===== src/rtl/fseq_pkg.sv =====
// Shared types and default configuration for the Filter_2 frame sequencer.
// The optional VBLANK watchdog is enabled by defining FSEQ_TIMEOUT_EN.
package fseq_pkg;

  localparam int unsigned FSEQ_DATA_WIDTH  = 8;
  localparam int unsigned FSEQ_WIDTH_IMAG  = 4;
  localparam int unsigned FSEQ_HEIGHT_IMAG = 4;
  localparam int unsigned FSEQ_H_BLANK     = 2;
  localparam int unsigned FSEQ_V_BLANK     = 8;
  localparam int unsigned FSEQ_DST_BASE    = 16;
  localparam int unsigned FSEQ_ADDR_W      = 8;
  localparam int unsigned FSEQ_TIMEOUT_CYC = 64;
  localparam int unsigned NPIX             = FSEQ_WIDTH_IMAG * FSEQ_HEIGHT_IMAG;

  typedef enum logic [2:0] {
    ST_IDLE   = 3'd0,
    ST_LINE   = 3'd1,
    ST_HBLANK = 3'd2,
    ST_VBLANK = 3'd3,
    ST_DONE   = 3'd4
  } fseq_state_e;

  // Bits needed for a counter spanning 0..n-1 (never less than one bit).
  function automatic int unsigned cnt_w(input int unsigned n);
    return (n < 2) ? 1 : $clog2(n);
  endfunction

endpackage


===== src/rtl/fseq_result_writer.sv =====
// Captures the filter result stream into the destination SRAM region,
// dropping anything outside the capture window or beyond one frame of results.
module fseq_result_writer
  import fseq_pkg::*;
#(
  parameter int unsigned DATA_WIDTH = FSEQ_DATA_WIDTH,
  parameter int unsigned ADDR_W     = FSEQ_ADDR_W,
  parameter int unsigned PIX_CNT    = NPIX,
  parameter int unsigned DST_BASE   = FSEQ_DST_BASE
) (
  input  logic                  clk,
  input  logic                  rstb,
  input  logic                  i_clear,
  input  logic                  i_capture,
  input  logic                  i_f_wr,
  input  logic [DATA_WIDTH-1:0] i_f_data,
  output logic                  o_wr_en,
  output logic [ADDR_W-1:0]     o_wr_addr,
  output logic [DATA_WIDTH-1:0] o_wr_data,
  output logic                  o_complete_c
);

  localparam int unsigned RES_W = cnt_w(PIX_CNT + 1);

  logic [RES_W-1:0]      r_res_cnt;
  logic                  r_wr_en;
  logic [ADDR_W-1:0]     r_wr_addr;
  logic [DATA_WIDTH-1:0] r_wr_data;
  logic                  w_accept;

  assign w_accept     = i_f_wr & i_capture & (r_res_cnt < RES_W'(PIX_CNT));
  assign o_complete_c = (r_res_cnt == RES_W'(PIX_CNT));
  assign o_wr_en      = r_wr_en;
  assign o_wr_addr    = r_wr_addr;
  assign o_wr_data    = r_wr_data;

  // One-cycle registered write port; address follows the result index.
  always_ff @(posedge clk or negedge rstb) begin
    if (!rstb) begin
      r_res_cnt <= '0;
      r_wr_en   <= 1'b0;
      r_wr_addr <= '0;
      r_wr_data <= '0;
    end else begin
      r_wr_en <= w_accept;
      if (i_clear) begin
        r_res_cnt <= '0;
      end else if (w_accept) begin
        r_res_cnt <= r_res_cnt + RES_W'(1);
        r_wr_addr <= ADDR_W'(DST_BASE) + ADDR_W'(r_res_cnt);
        r_wr_data <= i_f_data;
      end
    end
  end

endmodule


===== src/rtl/filter_frame_sequencer.sv =====
// Streams one frame from the source SRAM through Filter_2 with hav/vav blanking
// and stores the results. Define FSEQ_TIMEOUT_EN to add the VBLANK watchdog.
module filter_frame_sequencer
  import fseq_pkg::*;
#(
  parameter int unsigned DATA_WIDTH  = FSEQ_DATA_WIDTH,
  parameter int unsigned WIDTH_IMAG  = FSEQ_WIDTH_IMAG,
  parameter int unsigned HEIGHT_IMAG = FSEQ_HEIGHT_IMAG,
  parameter int unsigned H_BLANK     = FSEQ_H_BLANK,
  parameter int unsigned V_BLANK     = FSEQ_V_BLANK,
  parameter int unsigned DST_BASE    = FSEQ_DST_BASE,
  parameter int unsigned ADDR_W      = FSEQ_ADDR_W,
  parameter int unsigned TIMEOUT_CYC = FSEQ_TIMEOUT_CYC
) (
  input  logic                  clk,
  input  logic                  rstb,
  input  logic                  start,
  output logic                  busy,
  output logic                  done,
  output logic                  err,
  output logic                  rd_en,
  output logic [ADDR_W-1:0]     rd_addr,
  input  logic [DATA_WIDTH-1:0] rd_data,
  output logic                  o_hav,
  output logic                  o_vav,
  output logic [DATA_WIDTH-1:0] o_data,
  input  logic                  f_wr,
  input  logic [DATA_WIDTH-1:0] f_data,
  output logic                  wr_en,
  output logic [ADDR_W-1:0]     wr_addr,
  output logic [DATA_WIDTH-1:0] wr_data
);

  localparam int unsigned PIX_CNT = WIDTH_IMAG * HEIGHT_IMAG;
  localparam int unsigned COL_W   = cnt_w(WIDTH_IMAG);
  localparam int unsigned ROW_W   = cnt_w(HEIGHT_IMAG);
  localparam int unsigned HB_W    = cnt_w(H_BLANK);
  localparam int unsigned VB_MAX  = (V_BLANK > TIMEOUT_CYC) ? V_BLANK : TIMEOUT_CYC;
  localparam int unsigned VB_W    = cnt_w(VB_MAX + 1);

  fseq_state_e       r_state, w_state_nxt;
  logic [COL_W-1:0]  r_col, w_col_nxt;
  logic [ROW_W-1:0]  r_row, w_row_nxt;
  logic [HB_W-1:0]   r_hb_cnt, w_hb_nxt;
  logic [VB_W-1:0]   r_vb_cnt, w_vb_nxt;
  logic [ADDR_W-1:0] r_rd_addr, w_rd_addr_nxt;
  logic              r_busy, r_done, r_rd_en, r_hav, r_vav;
  logic              w_start_acc, w_capture, w_complete;
`ifdef FSEQ_TIMEOUT_EN
  logic              r_err, w_err_nxt;
`endif

  assign busy    = r_busy;
  assign done    = r_done;
  assign rd_en   = r_rd_en;
  assign rd_addr = r_rd_addr;
  assign o_hav   = r_hav;
  assign o_vav   = r_vav;
  assign o_data  = rd_data;

  // Results are only captured while a frame is actually in flight.
  assign w_capture = (r_state == ST_LINE) || (r_state == ST_HBLANK) || (r_state == ST_VBLANK);

  always_ff @(posedge clk or negedge rstb) begin
    if (!rstb) r_state <= ST_IDLE;
    else       r_state <= w_state_nxt;
  end

  always_comb begin
    w_state_nxt   = r_state;
    w_col_nxt     = r_col;
    w_row_nxt     = r_row;
    w_hb_nxt      = r_hb_cnt;
    w_vb_nxt      = r_vb_cnt;
    w_rd_addr_nxt = r_rd_addr;
    w_start_acc   = 1'b0;
`ifdef FSEQ_TIMEOUT_EN
    w_err_nxt     = r_err;
`endif
    case (r_state)
      ST_IDLE: begin
        if (start) begin
          w_state_nxt   = ST_LINE;
          w_col_nxt     = '0;
          w_row_nxt     = '0;
          w_rd_addr_nxt = '0;
          w_start_acc   = 1'b1;
`ifdef FSEQ_TIMEOUT_EN
          w_err_nxt     = 1'b0;
`endif
        end
      end
      ST_LINE: begin
        // rd_addr runs linearly through the frame; the HBLANK hold keeps it at the next row start.
        w_rd_addr_nxt = r_rd_addr + ADDR_W'(1);
        if (r_col == COL_W'(WIDTH_IMAG - 1)) begin
          w_state_nxt = ST_HBLANK;
          w_col_nxt   = '0;
          w_hb_nxt    = '0;
        end else begin
          w_col_nxt = r_col + COL_W'(1);
        end
      end
      ST_HBLANK: begin
        if (r_hb_cnt == HB_W'(H_BLANK - 1)) begin
          if (r_row == ROW_W'(HEIGHT_IMAG - 1)) begin
            w_state_nxt = ST_VBLANK;
            w_vb_nxt    = '0;
          end else begin
            w_state_nxt = ST_LINE;
            w_row_nxt   = r_row + ROW_W'(1);
          end
        end else begin
          w_hb_nxt = r_hb_cnt + HB_W'(1);
        end
      end
      ST_VBLANK: begin
        if (r_vb_cnt != VB_W'(VB_MAX)) w_vb_nxt = r_vb_cnt + VB_W'(1);
        if (w_complete && (r_vb_cnt >= VB_W'(V_BLANK))) begin
          w_state_nxt = ST_DONE;
`ifdef FSEQ_TIMEOUT_EN
        end else if (!w_complete && (r_vb_cnt >= VB_W'(TIMEOUT_CYC - 1))) begin
          w_state_nxt = ST_DONE;
          w_err_nxt   = 1'b1;
`endif
        end
      end
      ST_DONE: w_state_nxt = ST_IDLE;
      default: w_state_nxt = ST_IDLE;
    endcase
  end

  // Counters and registered outputs; hav/vav decode the current state so they line up with rd_data.
  always_ff @(posedge clk or negedge rstb) begin
    if (!rstb) begin
      r_col     <= '0;
      r_row     <= '0;
      r_hb_cnt  <= '0;
      r_vb_cnt  <= '0;
      r_rd_addr <= '0;
      r_busy    <= 1'b0;
      r_done    <= 1'b0;
      r_rd_en   <= 1'b0;
      r_hav     <= 1'b0;
      r_vav     <= 1'b0;
    end else begin
      r_col     <= w_col_nxt;
      r_row     <= w_row_nxt;
      r_hb_cnt  <= w_hb_nxt;
      r_vb_cnt  <= w_vb_nxt;
      r_rd_addr <= w_rd_addr_nxt;
      r_busy    <= (w_state_nxt != ST_IDLE);
      r_done    <= (w_state_nxt == ST_DONE);
      r_rd_en   <= (w_state_nxt == ST_LINE);
      r_hav     <= (r_state == ST_LINE);
      r_vav     <= (r_state == ST_LINE) || (r_state == ST_HBLANK);
    end
  end

`ifdef FSEQ_TIMEOUT_EN
  always_ff @(posedge clk or negedge rstb) begin
    if (!rstb) r_err <= 1'b0;
    else       r_err <= w_err_nxt;
  end
  assign err = r_err;
`else
  assign err = 1'b0;
`endif

  fseq_result_writer #(
    .DATA_WIDTH (DATA_WIDTH),
    .ADDR_W     (ADDR_W),
    .PIX_CNT    (PIX_CNT),
    .DST_BASE   (DST_BASE)
  ) u_writer (
    .clk          (clk),
    .rstb         (rstb),
    .i_clear      (w_start_acc),
    .i_capture    (w_capture),
    .i_f_wr       (f_wr),
    .i_f_data     (f_data),
    .o_wr_en      (wr_en),
    .o_wr_addr    (wr_addr),
    .o_wr_data    (wr_data),
    .o_complete_c (w_complete)
  );

endmodule

===== config.mk =====
export PLATFORM = sky130hd
export DESIGN_NAME = filter_frame_sequencer
export DESIGN_NICKNAME = d
export VERILOG_FILES = /design/src/rtl/fseq_pkg.sv /design/src/rtl/fseq_result_writer.sv /design/src/rtl/filter_frame_sequencer.sv
export SDC_FILE = /design/constraint.sdc
export NUM_CORES = 1
export LEC_CHECK = 0
export ABC_CLOCK_PERIOD_IN_PS = 2200
export BUFFER_PORTS_ARGS = -buffer_cell sky130_fd_sc_hd__buf_2
export CORE_MARGIN = 2
export CORE_UTILIZATION = 40
export DETAILED_ROUTE_END_ITERATION = 6
export PLACE_DENSITY_LB_ADDON = 0.05
export SYNTH_ARGS = -nofsm -noshare
export SYNTH_HDL_FRONTEND = slang
export SYNTH_SLANG_ARGS = --single-unit

===== constraint.sdc =====
create_clock -name clk -period 2.2 [get_ports clk]
set_input_delay 0.22 -clock clk [delete_from_list [all_inputs] [get_ports clk]]
set_output_delay 0.22 -clock clk [all_outputs]
set_load 0.05 [all_outputs]

==> results by group, run 1 <==
Outcome
  – Status: completed

Finish
  – FF/Latch Area: 1200 sq um
  – Area delta synth->final: 11.1%
  – Commonest non-fill, non-tap cell in the layout: dfrtp_1
  – Layout cell share with drive strength beyond 1: 29.4%
  – Most frequent cells in the layout: dfrtp_1 (48), buf_2 (39), nand2_1 (19)
  – Non-Filler Instances: 310
  – Footprint of the multi-input gates: 948 sq um
  – Layout Nets: 265
  – Fillcell total: 547
  – Ant. Diodes: 0

Route
  – Antenna-violating nets left: 0
  – Initial drt markers: 80
  – Total wire length: 4200 microns
  – Vias per cell: 5.00
  – WL per Instance: 13.5 microns
  – Post-route DRC: 0
  – Via Count: around 1600
  – DRT Pass-1 Iters: 4

Yosys
  – Sequential area share after synthesis: 52.1%
  – Yosys reg bits: 48
  – Syn avg cell area: about 11 sq um
  – Post-synth cell types: 42
  – Post-synth EDFFs: 0
  – Synthesized area: about 2300 sq um
  – Async SR Flop Fraction: 100%
  – Area contributors post-synth: dfrtp_1 (52%), mux2_2 (6.8%), buf_4 (4.2%), ha_1 (3.8%), nand2_1 (3.1%)
  – Area leader, netlist: dfrtp_1
  – Cells after Synth: between 200 and 250
  – Synth warn: 0
  – Synth top area share: between 50% and 60%
  – Top FF cell, synth: dfrtp_1

CTS
  – Clk slew on worst S/H paths: 80 ps
  – H-tree levels: 2
  – Post-CTS sizing: 0
  – CTS tree: done
  – Clock tree buffer depth: 2
  – Clk sink count: between 40 and 50
  – CTS Buf Count: 5
  – Post-CTS Hold Fix Bufs: 0
  – Post-CTS Setup Repair Bufs: 0
  – Clk_lat worst skew: 290 ps
  – Root Driver: clkbuf_8

Pwr
  – Peak supply drop: 0.000617 V
  – Lkg Pwr: 0.00124 uW
  – Power Density: 1530 nW/um^2

STA
  – Worst-Margin Slew: roughly 590 ps
  – Final Critical Period: 1780 ps
  – Final TNS setup: 0 ps
  – Final count of hold timing violations: 0
  – Worst slew margin: 60.5%
  – Final Slew Violations: 0
  – RSZ-0062 raised after global routing: false
  – Final setup viols: 0
  – Max Freq: 563 MHz
  – Fin crit share: 80.8%
  – Post-route clock skew: 7.35 ps
  – Min Hold Slack: 4.53 ps

GRT
  – Vias in the first global route: 1537
  – Initial antenna violation count: 0
  – Pin count of the biggest net entering global routing: 49
  – GRT Residual Overflow: 0
  – First-pass GRT wire length: 7200 microns
  – Total GRT Usage: 14.2%

Critical path
  – Delay-heaviest family, CP: flip-flops
  – Worst Setup End Kind: flop
  – CP peak stage delay: ~630 ps
  – Kind of critical path: flop to flop
  – Critical Path AT: 1960 ps
  – CP Cell Sequence: nor2_1, nor4b_4, buf_4, mux2_2
  – Bufs and invs on worst path: 1
  – Worst path required time: 2380 ps
  – Slowest CP cell: dfrtp_1
  – Crit path launch type: flop
  – Crit-path max FO: 22

Floorplan
  – Cell Rows: 27
  – Initial Util: 41.6%
  – I/O pin count: 59
  – Die H: approximately 80 microns
  – Die Area: ~6400 sq um
  – Die width: 79.9 microns
  – Core Area: 5540 sq um

Placement
  – Cells after DPL: 303
  – Port buffer count: 39
  – DP HPWL: 3050 microns
  – Placer Congestion: 0.815

Flow run
  – Total of max-cap violations: 0

Worst hold path
  – Hold Crit Class: input port to asynchronous set/reset pin
sequential cells by signal, summed over array words and instances (netlist names):
register	flops
u_writer.o_wr_data	8
r_vb_cnt	7
rd_en	1
r_col	2
busy	1
u_writer.o_wr_addr	6
done	1
r_row	2
r_hb_cnt	1
o_vav	1
r_state	3
u_writer.r_res_cnt	5
u_writer.o_wr_en	1
rd_addr	8
o_hav	1
path summary, 6_finish.rpt:
| check | startpoint | end | slack, ps | cells past startpoint |
|---|---|---|---|---|
| min in group clk | f_data[5] | u_writer.o_wr_data[5] | 150 | 2 |
| worst max-delay path | r_state[0] | u_writer.o_wr_data[6] | 420 | 4 |
| max in group asynchronous | rstb | r_vb_cnt[2] | 1790 | 2 |
| worst min register to register | rd_addr[7] | rd_addr[7] | 470 | 1 |
| worst max register to register | r_state[0] | u_writer.o_wr_data[6] | 420 | 4 |
| worst min-delay path | rstb | o_hav | 5 | 2 |
layout make-up:
cell class              count  share of cell area, %
well taps                  72                   3.52
multi-input cells         135                   37.1
flip-flops and latches     48                   46.9
clock buffers               6                   2.84
repair buffers             41                   8.22
clock inverters             1                  0.196
inverters                   7                   1.22
worst reg2reg max path: stages, from the launching register on:
cell	delay, ps
dfrtp_1	630
nor2_1	140
nor4b_4	230
buf_4	300
mux2_2	380
through the flow:
stage / power (uW) / instance area (sq um) / worst slack [ps] / utilization, %
2_1_floorplan: 3110 / 2310 / 700 / -
3_3_place_gp: 3430 / 2480 / 481 / 44.8
3_5_place_dp: 3480 / 2480 / 415 / 44.8
4_1_cts: 3980 / 2560 / 391 / 46.2
5_1_grt: 4220 / 2560 / 273 / 46.2
6_report: 3930 / 2560 / 423 / 46.2
report_power, final:
group / internal [uW] / switching (uW)
sequential: 1220 / 312
combinational: 638 / 1270
clock: 216 / 267
total: 2070 / 1850
routing by layer:
| metal | track usage [%] | part of all wire [%] | wire length, microns | vias to the layer above |
|---|---|---|---|---|
| met4 | 5.25 | 1.2 | 49 | 0 |
| met5 | 0 | 0 | 0 | - |
| met3 | 2.83 | 4.9 | 205 | 5 |
| li1 | - | - | - | 767 |
| met1 | 18.5 | 45 | 1870 | 742 |
| met2 | 23.3 | 49 | 2080 | 37 |
synthesized netlist by cell type, types with 2 or more instances:
cell      number
nand2_1       19
nand4_1        3
a21oi_1        3
buf_4         13
or3_1          2
a21o_1         2
and3_1         2
o21ai_0        9
ha_1           7
buf_6          2
nand2b_1       3
a22o_1         3
nand3_1        8
nor3_1         6
nor3b_1        2
nor2b_1        6
o21ai_1        4
xnor2_1        5
nor2_1        12
inv_1          6
nand4_2        2
mux2_2        14
buf_2          2
mux2i_1        5
dfrtp_1       48
cells by family (layout without fill, tap and decap cells):
logic type | after synthesis | after routing | share of synthesized area [%]
simple gates | 73 | 73 | 18.2
flops | 48 | 48 | 52.1
compound gates | 28 | 28 | 7.77
buf+inv | 24 | 55 | 7.01
mux | 19 | 19 | 9.02
fa+ha+maj | 7 | 7 | 3.80
xor+xnor | 5 | 5 | 1.90
other cells | 1 | 3 | 0.163
Note: power is estimated with default switching activity, not from simulation.
==> run 2: changes to the inputs <==
--- a/config.mk
+++ b/config.mk
@@ -5,7 +5,7 @@
 export SDC_FILE = /design/constraint.sdc
 export NUM_CORES = 1
 export LEC_CHECK = 0
-export ABC_CLOCK_PERIOD_IN_PS = 2200
+export ABC_CLOCK_PERIOD_IN_PS = 1850
 export BUFFER_PORTS_ARGS = -buffer_cell sky130_fd_sc_hd__buf_2
 export CORE_MARGIN = 2
 export CORE_UTILIZATION = 40
==> constraint.sdc (replaced) <==
create_clock -name clk -period 1.85 [get_ports clk]
set_input_delay 0.185 -clock clk [delete_from_list [all_inputs] [get_ports clk]]
set_output_delay 0.185 -clock clk [all_outputs]
set_load 0.05 [all_outputs]
==> run 2 against run 1 <==
  * Non-clock buffer count rose by 6
  * Core utilization rose by 1.1 points
  * Cell area rose by 2.4%
  * Clock skew fell by 1.1 ps
  * Clock-buffer cell count did not move
  * Total power rose by 21%
  * Global-route usage rose by 0.36 points
  * Largest cell class unchanged
  * Critical path depth rose by 2
  * Via count rose by 1.5%
  * Combinational power rose by 25%
  * Sequential share of layout area fell by 1.1 points
==> results by group, run 2 (synthesis results as in run 1) <==
Outcome
  – Status: completed

Floorplan
  – Initial Util: 41.6%
  – Die H: 79.9 microns
  – I/O pin count: 59
  – Cell Rows: 27
  – Die width: 79.9 microns
  – Core Area: 5540 sq um
  – Die Area: 6380 sq um

STA
  – Final TNS setup: 0 ps
  – Worst-Margin Slew: around 510 ps
  – Final setup viols: 0
  – Final count of hold timing violations: 0
  – RSZ-0062 raised after global routing: false
  – Fin crit share: 85.8%
  – Worst slew margin: 66.2%
  – Final Critical Period: 1590 ps
  – Fin worst setup slack: 262 ps
  – Final Slew Violations: 0
  – Max Freq: between 600 and 700 MHz
  – Min Hold Slack: 118 ps
  – Post-route clock skew: 6.28 ps

CTS
  – Clk_lat worst skew: 300 ps
  – Post-CTS Hold Fix Bufs: 1
  – Clk sink count: 48
  – H-tree levels: 2
  – Post-CTS Setup Repair Bufs: 0
  – Root Driver: clkbuf_8
  – Clock tree buffer depth: 2
  – Post-CTS sizing: 0
  – CTS Buf Count: 5
  – CTS tree: done
  – Clk slew on worst S/H paths: 90 ps

Critical path
  – Delay-heaviest family, CP: simple AND/OR/NAND/NOR gates
  – Crit path launch type: flop
  – Worst Setup End Kind: flop
  – Worst path required time: 2030 ps
  – Most used cell, CP: o21ai_0
  – Critical Path AT: between 1500 and 2000 ps
  – CP peak stage delay: 420 ps
  – Slowest CP cell: dfrtp_1
  – CP Cell Sequence: inv_1, ha_1, nor4bb_1, o21ai_0, nand3_1, o21ai_0
  – Crit-path max FO: 4
  – R2r setup slk: roughly 260 ps
  – Bufs and invs on worst path: 1
  – Kind of critical path: flop to flop

Finish
  – Area delta synth->final: 13.8%
  – Most frequent cells in the layout: dfrtp_1 (48), buf_2 (39), nand2_1 (19)
  – Layout Nets: 271
  – Commonest non-fill, non-tap cell in the layout: dfrtp_1
  – Post-layout util: between 40 and 50%
  – Layout cell share with drive strength beyond 1: 31.4%
  – Ant. Diodes: 0

Worst hold path
  – Hold Crit Class: input port to flop

GRT
  – First-pass GRT wire length: 7370 microns
  – Pin count of the biggest net entering global routing: 23
  – Initial antenna violation count: 0
  – Vias in the first global route: approximately 1500
  – Total GRT Usage: 14.6%
  – GRT Residual Overflow: 0

Route
  – Post-route DRC: 0
  – Via Count: about 1600
  – Antenna-violating nets left: 0
  – Vias per cell: between 4 and 5
  – DRT Pass-1 Iters: 4
  – WL per Instance: roughly 14 microns
  – Initial drt markers: 83
  – Total wire length: 4330 microns

Pwr
  – Sw Pwr: 2230 uW
  – Switching power share of the total: 46.8%
  – Power share of the clock group: 13.3%
  – Pint: 2540 uW
  – Lkg Pwr: 0.00128 uW
  – Total power: 4770 uW
  – Seq pwr share: 36.8%
  – Share of total power in combinational logic: 49.9%
  – Peak supply drop: ~0.00072 V
  – Power Density: approximately 1800 nW/um^2

Placement
  – DP Worst Slack: 261 ps
  – Placer Congestion: just over 0.8
  – DP HPWL: 3250 microns
  – Port buffer count: 39

Flow run
  – Total of max-cap violations: 0
## run 2: final timing paths
kind / from / endpoint / depth (start not counted)
hold / removal: f_data[7] / u_writer.o_wr_data[7] / 2
max in group asynchronous: rstb / r_vb_cnt[2] / 3
min in group asynchronous: rstb / o_hav / 2
setup / recovery: u_writer.r_res_cnt[0] / r_state[1] / 6
setup reg to reg: u_writer.r_res_cnt[0] / r_state[1] / 6
hold reg to reg: rd_addr[7] / rd_addr[7] / 1
## run 2: stage by stage
step | instances | cell area (sq um)
after floorplan | 207 | 2310
after global placement | 308 | 2520
after detailed placement | 308 | 2520
after CTS | 317 | 2620
after global routing | 317 | 2620
final | 317 | 2620
## run 2: layout make-up
| class | instances | area [sq um] |
|---|---|---|
| fillers | 545 | 2920 |
| well taps | 72 | 90.1 |
| inverters | 7 | 31.3 |
| clock buffers | 6 | 82.6 |
| flip-flops and latches | 48 | 1200 |
| clock inverters | 2 | 10.0 |
| repair buffers | 47 | 258 |
| multi-input cells | 135 | 948 |
## run 2: layer usage
layer	vias to the layer above	share of wire, %	GRT usage (%)
li1	771	-	-
met1	762	46	19.5
met2	36	48	23.3
met3	5	4.6	3.51
met4	0	0.92	4.75
met5	-	0	0
## run 2: power groups by stage
stage | logic [uW] | clock network [uW] | registers, uW
4_1_cts | 2410 | 660 | 1760
5_1_grt | 2580 | 699 | 1820
3_3_place_gp | 2370 | 0 | 1760
3_5_place_dp | 2400 | 0 | 1780
2_1_floorplan | 1140 | 0 | 2550
6_report | 2380 | 633 | 1760
